File: config.mk
export PLATFORM = sky130hd
export DESIGN_NAME = anspwm_dec
export DESIGN_NICKNAME = d
export VERILOG_FILES = /design/src/rtl/anspwm_dec.sv
export SDC_FILE = /design/constraint.sdc
export NUM_CORES = 1
export LEC_CHECK = 0
export BUFFER_PORTS_ARGS = -buffer_cell sky130_fd_sc_hd__buf_2
export CAP_MARGIN = 25
export CORE_ASPECT_RATIO = 1.1
export CORE_UTILIZATION = 59
export DETAILED_ROUTE_END_ITERATION = 16
export PLACE_DENSITY = 0.87
export SLEW_MARGIN = 5
export SYNTH_ARGS = -nofsm -noshare
export SYNTH_HDL_FRONTEND = slang
export SYNTH_SLANG_ARGS = --single-unit
File: constraint.sdc
create_clock -name clk -period 4.3 [get_ports clk]
set_clock_uncertainty 0.2 [all_clocks]
set_input_delay 0.86 -clock clk [delete_from_list [all_inputs] [get_ports clk]]
set_output_delay 0.86 -clock clk [all_outputs]
set_load 0.01 [all_outputs]
File: src/rtl/anspwm_dec.sv
// Averaging decimator that rebuilds a 16.16 value from the quantized 16-bit sample stream.
// Block averaging by default; define ANSPWM_DEC_SLIDING_EN for a moving average over the last N samples.
module anspwm_dec #(
    parameter int LOG2_N = 4
) (
    input  logic              clk,
    input  logic              rst,
    input  logic              clr,
    input  logic              in_valid,
    input  logic [15:0]       val_in,
    output logic              out_valid,
    output logic [31:0]       avg_out,
    output logic [LOG2_N:0]   fill_out
);
    localparam int N  = 1 << LOG2_N;
    localparam int AW = 16 + LOG2_N;
    localparam int SH = 16 - LOG2_N;

    logic          accept;
    logic [AW-1:0] acc_reg;
    logic [AW-1:0] sum;

    assign accept = in_valid && !clr;

    // Appending SH zero bits to an N-sample sum is exactly sum/N in 16.16.
    function automatic logic [31:0] scale(input logic [AW-1:0] s);
        return 32'(s) << SH;
    endfunction

`ifdef ANSPWM_DEC_SLIDING_EN
    typedef enum logic {FILL, RUN} state_t;

    localparam logic [LOG2_N:0]   FILL_LAST = (LOG2_N+1)'(N - 1);
    localparam logic [LOG2_N:0]   FILL_ONE  = (LOG2_N+1)'(1);
    localparam logic [LOG2_N-1:0] WP_ONE    = LOG2_N'(1);

    state_t            state_reg;
    logic [15:0]       sample_mem [N];
    logic [15:0]       old_reg;
    logic [LOG2_N-1:0] wp_reg;
    logic [LOG2_N-1:0] wp_next;
    logic [LOG2_N:0]   fill_reg;

    assign wp_next  = clr ? '0 : (accept ? wp_reg + WP_ONE : wp_reg);
    assign sum      = acc_reg + AW'(val_in) - ((state_reg == RUN) ? AW'(old_reg) : '0);
    assign fill_out = fill_reg;

    // Registered read one step ahead: old_reg always holds the entry at wp_reg,
    // which is never the address being written in the same cycle since N >= 2.
    always_ff @(posedge clk) begin
        if (accept)
            sample_mem[wp_reg] <= val_in;
        old_reg <= sample_mem[wp_next];
    end

    always_ff @(posedge clk or posedge rst) begin
        if (rst) begin
            state_reg <= FILL;
            acc_reg   <= '0;
            wp_reg    <= '0;
            fill_reg  <= '0;
            out_valid <= 1'b0;
            avg_out   <= '0;
        end else if (clr) begin
            state_reg <= FILL;
            acc_reg   <= '0;
            wp_reg    <= '0;
            fill_reg  <= '0;
            out_valid <= 1'b0;
        end else begin
            out_valid <= 1'b0;
            if (accept) begin
                acc_reg <= sum;
                wp_reg  <= wp_next;
                if (state_reg == FILL) begin
                    fill_reg <= fill_reg + FILL_ONE;
                    if (fill_reg == FILL_LAST) begin
                        state_reg <= RUN;
                        out_valid <= 1'b1;
                        avg_out   <= scale(sum);
                    end
                end else begin
                    out_valid <= 1'b1;
                    avg_out   <= scale(sum);
                end
            end
        end
    end
`else
    localparam logic [LOG2_N-1:0] CNT_ONE = LOG2_N'(1);

    logic [LOG2_N-1:0] cnt_reg;

    assign sum      = acc_reg + AW'(val_in);
    assign fill_out = {1'b0, cnt_reg};

    always_ff @(posedge clk or posedge rst) begin
        if (rst) begin
            acc_reg   <= '0;
            cnt_reg   <= '0;
            out_valid <= 1'b0;
            avg_out   <= '0;
        end else if (clr) begin
            acc_reg   <= '0;
            cnt_reg   <= '0;
            out_valid <= 1'b0;
        end else begin
            out_valid <= 1'b0;
            if (accept) begin
                if (&cnt_reg) begin
                    acc_reg   <= '0;
                    cnt_reg   <= '0;
                    out_valid <= 1'b1;
                    avg_out   <= scale(sum);
                end else begin
                    acc_reg <= sum;
                    cnt_reg <= cnt_reg + CNT_ONE;
                end
            end
        end
    end
`endif
endmodule

==> summary.txt, run 1 <==
Routing
  • Post-route ant nets: 0
  • Drc violations: 0
  • Drt via density: 5.792
  • DRT Pass-1 Iters: 4
  • Via Count: 2282
  • DR WL/cell: 14.74 um
  • DRT iter0 DRCs: 154
  • WL final: 5807 um

Final layout
  • # diodes: 0
  • Final Util: 70.11%
  • Fin nets: 377
  • Area of the multi-input gates: 0.001544 mm^2
  • Seq. cell area: 0.001126 mm^2
  • Layout cell share with drive strength beyond 1: 20.59%
  • P&R area growth vs syn: 11.17%
  • Fillers: 347

STA
  • Final setup margin: 1.563 ns
  • Final setup viols: 0
  • Pin slew with the least headroom to its limit: 0.8308 ns
  • Max Slew Vio Count: 0
  • RSZ-0062 raised after global routing: false
  • Final period utilization: 63.64%
  • Tmin final: 2.737 ns
  • Worst hold slack: 0.2785 ns
  • Setup TNS: 0 ns
  • Slew margin rel.: 44.41%
  • Fmax: 365.4 MHz
  • Hold Vio Cnt, Final: 0

Global routing
  • Antenna violations before repair: 0
  • GRT overflow: 0
  • GRT Total Usage: 26.01%
  • Largest net degree at the start of global routing: 46
  • First-pass GRT wire length: 9784 um
  • Vias in the first global route: 2213

Critical path
  • Critical path depth: 10
  • WP buf/inv: 2
  • CP peak stage delay: 0.39 ns
  • Slowest-stage cell, CP: fa_1
  • Critical Path AT: 2.72 ns
  • Critical Path Sink Type: register
  • CP required: 4.29 ns
  • Worst R2R End: avg_out[24]$_DFFE_PP0P_
  • Critical Path Source: val_in[0]
  • Worst r2r path cells: 9
  • CP Max Fanout: 4
  • WS Path Type: primary input to register
  • R2R Setup Slk: 1.83 ns
  • Crit path max-delay family: adder cells
  • Crit-path cells: buf_2 > ha_1 > inv_1 > fa_1 > nand2b_1 > a21oi_2 > o41ai_2 > and2b_1 > xnor2_1 > mux2_2
  • Startpoint types: primary input
  • Critical R2R Launch: acc_reg[0]$_DFFE_PP0P_
  • Crit path to: avg_out[24]$_DFFE_PP0P_

Place
  • DP HPWL: 4188 um
  • Dpl ws: 1.244 ns
  • GPL Wtd Cong: 0.8900
  • Port-buffer cells: 44

Yosys
  • Synth Warn #: 0
  • Synth unique cells: 52
  • Post-Syn Area: 0.002801 mm^2
  • Synth Area in Adders: 8.307%
  • Post-Synth XOR/XNOR Area: 4.377%
  • Simple logic cell fraction of the synthesized area: 14.52%
  • Async SR Flop Fraction: 100.0%
  • Mapped Cells: 299
  • Mux cell area share after synthesis: 2.367%
  • Share of the synthesized area in the top cell type: 40.20%
  • Largest family of logic cells by synthesized area: compound AO/OA/AOI/OAI gates
  • Mapped Avg Cell Area: 9.369 um^2
  • Post-synthesis compound-gate area fraction: 23.81%
  • Register area share after synthesis: 40.20%
  • Number of flops mapped to enable cells by yosys: 0
  • Cell taking the most area after synthesis: dfrtp_1
  • FF+latch count, synth: 45
  • Synth area leaders: dfrtp_1 40%, ha_1 7.6%, nand2_1 5.9%
  • Main synth FF type: dfrtp_1

Clock tree
  • # resized after CTS: 0
  • Reg clk slew, reported paths: 0.09 ns
  • CTS tree: built
  • Setup bufs post-CTS: 0
  • CTS Root Cell: clkbuf_8
  • TritonCTS Buffers: 5
  • Clk_lat worst skew: 0.30 ns
  • Maximum buffer depth of the clock tree: 2
  • CTS Sinks: 45
  • Hold_buf cts: 0
  • H-tree Lvls: 2

Run
  • Max Cap Viol: 0

Status
  • Status: finished, final reports clean

Power and ir drop
  • Leak Pwr: 0.001564 uW
  • PwrDens: 367.3 mW/mm^2
  • Max VDD drop: 208.2 uV

Floorplanning
  • Top-level I/O count: 58
  • Core ar.: 0.004442 mm^2
  • DIE AREA: 0.005028 mm^2
  • Die X: 67.70 um
  • Effective utilization at floorplan: 63.07%
  • Row count: 25
  • Die Ht: 74.27 um

Min path
  • Hold crit path type: register to register
## tightest hold or removal path, stage by stage (launching register included)
cell,delay (ns)
dfrtp_1,0.35
nand2_1,0.05
nand2_1,0.05
## placed cells by master, fill, tap and decap left out, drive strengths merged, types with 8 or more instances in the layout
master | netlist | layout
ha | 17 | 17
conb | 1 | 13
dfrtp | 45 | 45
nand2 | 44 | 44
xnor2 | 8 | 8
a21oi | 23 | 23
nand3 | 9 | 9
buf | 20 | 47
o21ai | 26 | 26
nor2 | 10 | 10
a22o | 10 | 10
## logic make-up (layout without fill, tap and decap cells)
group | after synthesis | after routing
fa+ha+maj | 18 | 18
xor+xnor | 14 | 14
simple gates | 88 | 88
other cells | 1 | 13
buf+inv | 32 | 61
flops | 45 | 45
mux | 6 | 6
compound gates | 95 | 95
## synthesized netlist by cell type (2+ instances only)
cell,number
o21ai_1,8
nor2_1,10
nand4_1,6
nand2_1,44
nand3_1,8
a22o_1,10
a31oi_1,4
xor2_1,6
clkbuf_1,6
and3_1,3
nor3_1,3
o31ai_1,3
a21o_1,5
ha_1,17
a211oi_1,2
o211ai_1,3
nand2b_1,4
inv_1,5
a31o_1,3
or3_1,3
a21oi_1,19
mux2_2,5
dfrtp_1,45
o21a_1,3
o21ai_0,18
a21oi_2,3
buf_4,13
xnor2_1,8
buf_2,6
and2_1,4
## power by group
group          switching [uW]  total, uW  internal, uW
combinational             200        336           136
sequential               29.9        487           457
clock                     146        321           175
## through the flow
stage | cells | area (um^2) | total power [uW]
after floorplan | 311 | 2846 | 761.1
after global placement | 386 | 3003 | 815.2
after detailed placement | 386 | 3003 | 823.2
after CTS | 394 | 3114 | 1148
after global routing | 394 | 3114 | 1217
final | 394 | 3114 | 1144
## per-layer routing
| metal | GRT usage (%) | up-vias | routed length [um] |
|---|---|---|---|
| li1 | - | 1131 | - |
| met1 | 33.11 | 1086 | 2649 |
| met2 | 43.12 | 53 | 2856 |
| met3 | 5.215 | 12 | 188 |
| met4 | 9.929 | 0 | 112 |
| met5 | 0 | - | 0 |
## area by class of cell
cell class | instances | share of cell area, %
Multi-Input combinational cell | 234 | 49.58
Sequential cell | 45 | 36.16
Timing Repair Buffer | 47 | 7.794
Clock buffer | 6 | 2.330
Tap cell | 54 | 2.170
Clock inverter | 2 | 1.245
Inverter | 6 | 0.7232
## how the worst min path moves through the flow
stage / startpoint / end / slack, ns / cells past startpoint
after floorplan: acc_reg[14]$_DFFE_PP0P_ / acc_reg[14]$_DFFE_PP0P_ / 0.25 / 2
after global placement: avg_out[15]$_DFFE_PP0P_ / avg_out[15]$_DFFE_PP0P_ / 0.25 / 2
after detailed placement: avg_out[16]$_DFFE_PP0P_ / avg_out[16]$_DFFE_PP0P_ / 0.26 / 2
after CTS: avg_out[16]$_DFFE_PP0P_ / avg_out[16]$_DFFE_PP0P_ / 0.28 / 2
after global routing: avg_out[16]$_DFFE_PP0P_ / avg_out[16]$_DFFE_PP0P_ / 0.30 / 2
final: avg_out[16]$_DFFE_PP0P_ / avg_out[16]$_DFFE_PP0P_ / 0.28 / 2
No activity file was read; power rests on OpenSTA's default activity.
==> inputs of run 2 (changes only) <==
--- a/config.mk
+++ b/config.mk
@@ -5,12 +5,13 @@
 export SDC_FILE = /design/constraint.sdc
 export NUM_CORES = 1
 export LEC_CHECK = 0
+export ABC_AREA = 1
 export BUFFER_PORTS_ARGS = -buffer_cell sky130_fd_sc_hd__buf_2
 export CAP_MARGIN = 25
 export CORE_ASPECT_RATIO = 1.1
-export CORE_UTILIZATION = 59
+export CORE_UTILIZATION = 56
 export DETAILED_ROUTE_END_ITERATION = 16
-export PLACE_DENSITY = 0.87
+export PLACE_DENSITY = 0.83
 export SLEW_MARGIN = 5
 export SYNTH_ARGS = -nofsm -noshare
 export SYNTH_HDL_FRONTEND = slang
==> constraint.sdc (replaced) <==
create_clock -name clk -period 2.7 [get_ports clk]
set_clock_uncertainty 0.2 [all_clocks]
set_input_delay 0.54 -clock clk [delete_from_list [all_inputs] [get_ports clk]]
set_output_delay 0.54 -clock clk [all_outputs]
set_load 0.01 [all_outputs]
==> run 2 against run 1 <==
  * The run now ends with design-rule violations left
  * Critical path depth increased by 3
  * Worst setup slack worse by 1.1 ns
  * Largest power group unchanged
  * Area after synthesis grew 5.4%
  * Register-to-register slack got worse by 1.4 ns
  * Combinational power is 51% higher
  * Sequential power rose by 55%
==> summary.txt, run 2 <==
Clock tree
  • Maximum buffer depth of the clock tree: 2
  • CTS Root Cell: clkbuf_8
  • H-tree Lvls: 2
  • TritonCTS Buffers: 5
  • Clk_lat worst skew: 0.30 ns
  • Hold_buf cts: 0
  • Setup bufs post-CTS: 0
  • CTS Sinks: 45
  • CTS tree: built
  • Reg clk slew, reported paths: 0.08 ns
  • # resized after CTS: 0

Power and ir drop
  • PwrDens: 563.7 mW/mm^2
  • Max VDD drop: 342.3 uV
  • Leak Pwr: 0.001907 uW

Yosys
  • FF+latch count, synth: 45
  • Register area share after synthesis: 38.14%
  • Mapped Avg Cell Area: 7.220 um^2
  • Commonest cells in the netlist: 147 x nand2_1, 45 x dfrtp_1, 41 x inv_1, 36 x nand3_1, 26 x nor2_1
  • Async SR Flop Fraction: 100.0%
  • Main synth FF type: dfrtp_1
  • Cell taking the most area after synthesis: dfrtp_1
  • Number of flops mapped to enable cells by yosys: 0
  • Mapped Cells: 409
  • Synth area leaders: dfrtp_1 38%, nand2_1 19%, ha_1 7.2%
  • Synth Warn #: 0
  • Count leader, synth: nand2_1
  • Post-Syn Area: 0.002953 mm^2
  • Synth unique cells: 31
  • Share of the synthesized area in the top cell type: 38.14%

Status
  • Failing checks: design-rule violations
  • Status: complete, but fails checks

Global routing
  • Largest net degree at the start of global routing: 30
  • First-pass GRT wire length: 11090 um
  • Vias in the first global route: 2600
  • GRT overflow: 0
  • Antenna violations before repair: 0
  • GRT Total Usage: 25.08%

STA
  • Fmax: 449.6 MHz
  • Tmin final: 2.224 ns
  • Pin slew with the least headroom to its limit: 0.5508 ns
  • Hold Vio Cnt, Final: 0
  • Final period utilization: 82.37%
  • Final setup viols: 0
  • Final setup margin: 0.4759 ns
  • Setup TNS: 0 ns
  • Slew margin rel.: 63.23%
  • Max Slew Vio Count: 0
  • RSZ-0062 raised after global routing: false

Critical path
  • CP most frequent cell: nand2_1
  • Slowest-stage cell, CP: fa_1
  • CP required: 2.69 ns
  • Startpoint types: register
  • Crit-path cells: ha_1 > inv_1 > fa_1 > inv_1 > nand3_1 > nand3_1 > nand2_1 > nand2_1 > nand2_1 > nand2_1 > nand2_1 > nand3_1 > nand2_1
  • CP Max Fanout: 3
  • WS Path Type: register to register
  • Critical Path AT: 2.22 ns
  • CP peak stage delay: 0.41 ns
  • Critical Path Sink Type: register

Final layout
  • Final Util: 65.62%
  • P&R area growth vs syn: 11.86%
  • Design area: 0.003303 mm^2
  • Most common cell after layout, fill and taps aside: nand2_1
  • Commonest non-fill, non-tap cells in the layout: 147 x nand2_1, 45 x dfrtp_1, 44 x buf_2
  • Fin nets: 493
  • # diodes: 0
  • Layout cell share with drive strength beyond 1: 15.79%

Place
  • Placed Area: 0.003169 mm^2
  • GPL Wtd Cong: 0.8867
  • Dpl ws: 0.2052 ns
  • DP HPWL: 4767 um
  • Port-buffer cells: 44

Routing
  • WL final: 6361 um
  • DRT iter0 DRCs: 109
  • Via Count: 2632
  • Post-route ant nets: 0
  • DR WL/cell: 12.38 um
  • Drc violations: 3
  • DRT Pass-1 Iters: 10
  • Drt via density: 5.121

Run
  • Max Cap Viol: 0

Floorplanning
  • Die X: 71.24 um
  • DIE AREA: 0.005568 mm^2
  • Effective utilization at floorplan: 58.66%
  • Row count: 27
  • Die Ht: 78.16 um
  • Top-level I/O count: 58
  • Core ar.: 0.005034 mm^2

Min path
  • Hold crit path type: primary input to async pin
==> run 2: cell count changes after synthesis, sizes merged, moves of 10 or more <==
cell / previous run / this run
nor2: 10 / 29
nand3: 9 / 38
nand2: 44 / 152
a21oi: 23 / 13
inv: 6 / 45
==> run 2: metal layers <==
layer  wire length (um)  share of wire (%)  global-route usage [%]  vias to the layer above
li1                   -                  -                       -                     1363
met1               2743                 43                   30.08                     1207
met2               3243                 51                   45.14                       53
met3                274                4.3                   4.236                        9
met4                100                1.6                   8.400                        0
met5                  0                  0                       0                        -
==> run 2: worst max-delay path, delay by kind of cell (launching register included) <==
family        cells  cell delay [ns]
simple gates      9             0.74
fa+ha+maj         2             0.60
flops             1             0.35
buf+inv           2             0.20
==> run 2: final timing paths <==
path,start,endpoint,slack (ns),cells past startpoint
max,acc_reg[0]$_DFFE_PP0P_,acc_reg[12]$_DFFE_PP0P_,0.48,13
min,rst,cnt_reg[3]$_DFFE_PP0P_,0.08,2
max reg2reg,acc_reg[0]$_DFFE_PP0P_,acc_reg[12]$_DFFE_PP0P_,0.48,13
min reg2reg,avg_out[27]$_DFFE_PP0P_,avg_out[27]$_DFFE_PP0P_,0.28,2
max in group asynchronous,rst,acc_reg[11]$_DFFE_PP0P_,1.66,3
min in group clk,clr,cnt_reg[2]$_DFFE_PP0P_,0.24,2
==> run 2: kinds of logic (layout without fill, tap and decap cells) <==
family	count (synthesis)	count (layout)	synth area share [%]
buffers and inverters	66	101	10.85
XOR/XNOR	7	7	2.076
AO/OA/AOI/OAI	37	37	6.610
AND/OR/NAND/NOR	235	235	34.32
adder cells (fa/ha/maj)	18	18	7.881
other	1	13	0.1270
flip-flops	45	45	38.14
==> run 2: through the flow <==
step                total power [uW]  hold slack [ns]  std cells
CTS                             1867           0.1040        514
global route                    1974           0.1239        514
floorplan                       1154           0.2531        421
global placement                1248           0.2573        506
finish                          1862          0.08288        514
detailed placement              1265           0.2602        506
==> run 2: cell type report <==
cell class / count / area, um^2
clock buffers: 5 / 68.82
clock inverters: 3 / 65.06
fillers: 446 / 1730
inverters: 45 / 168.9
multi-input cells: 310 / 1551
flip-flops and latches: 45 / 1126
well taps: 58 / 72.57
repair buffers: 48 / 250.2
==> run 2: power breakdown <==
part / leakage, uW / internal [uW] / switching, uW
sequential: 0.000604 / 722 / 31.6
combinational: 0.00123 / 179 / 328
clock: 0.0000681 / 368 / 234
total: 0.00191 / 1270 / 594
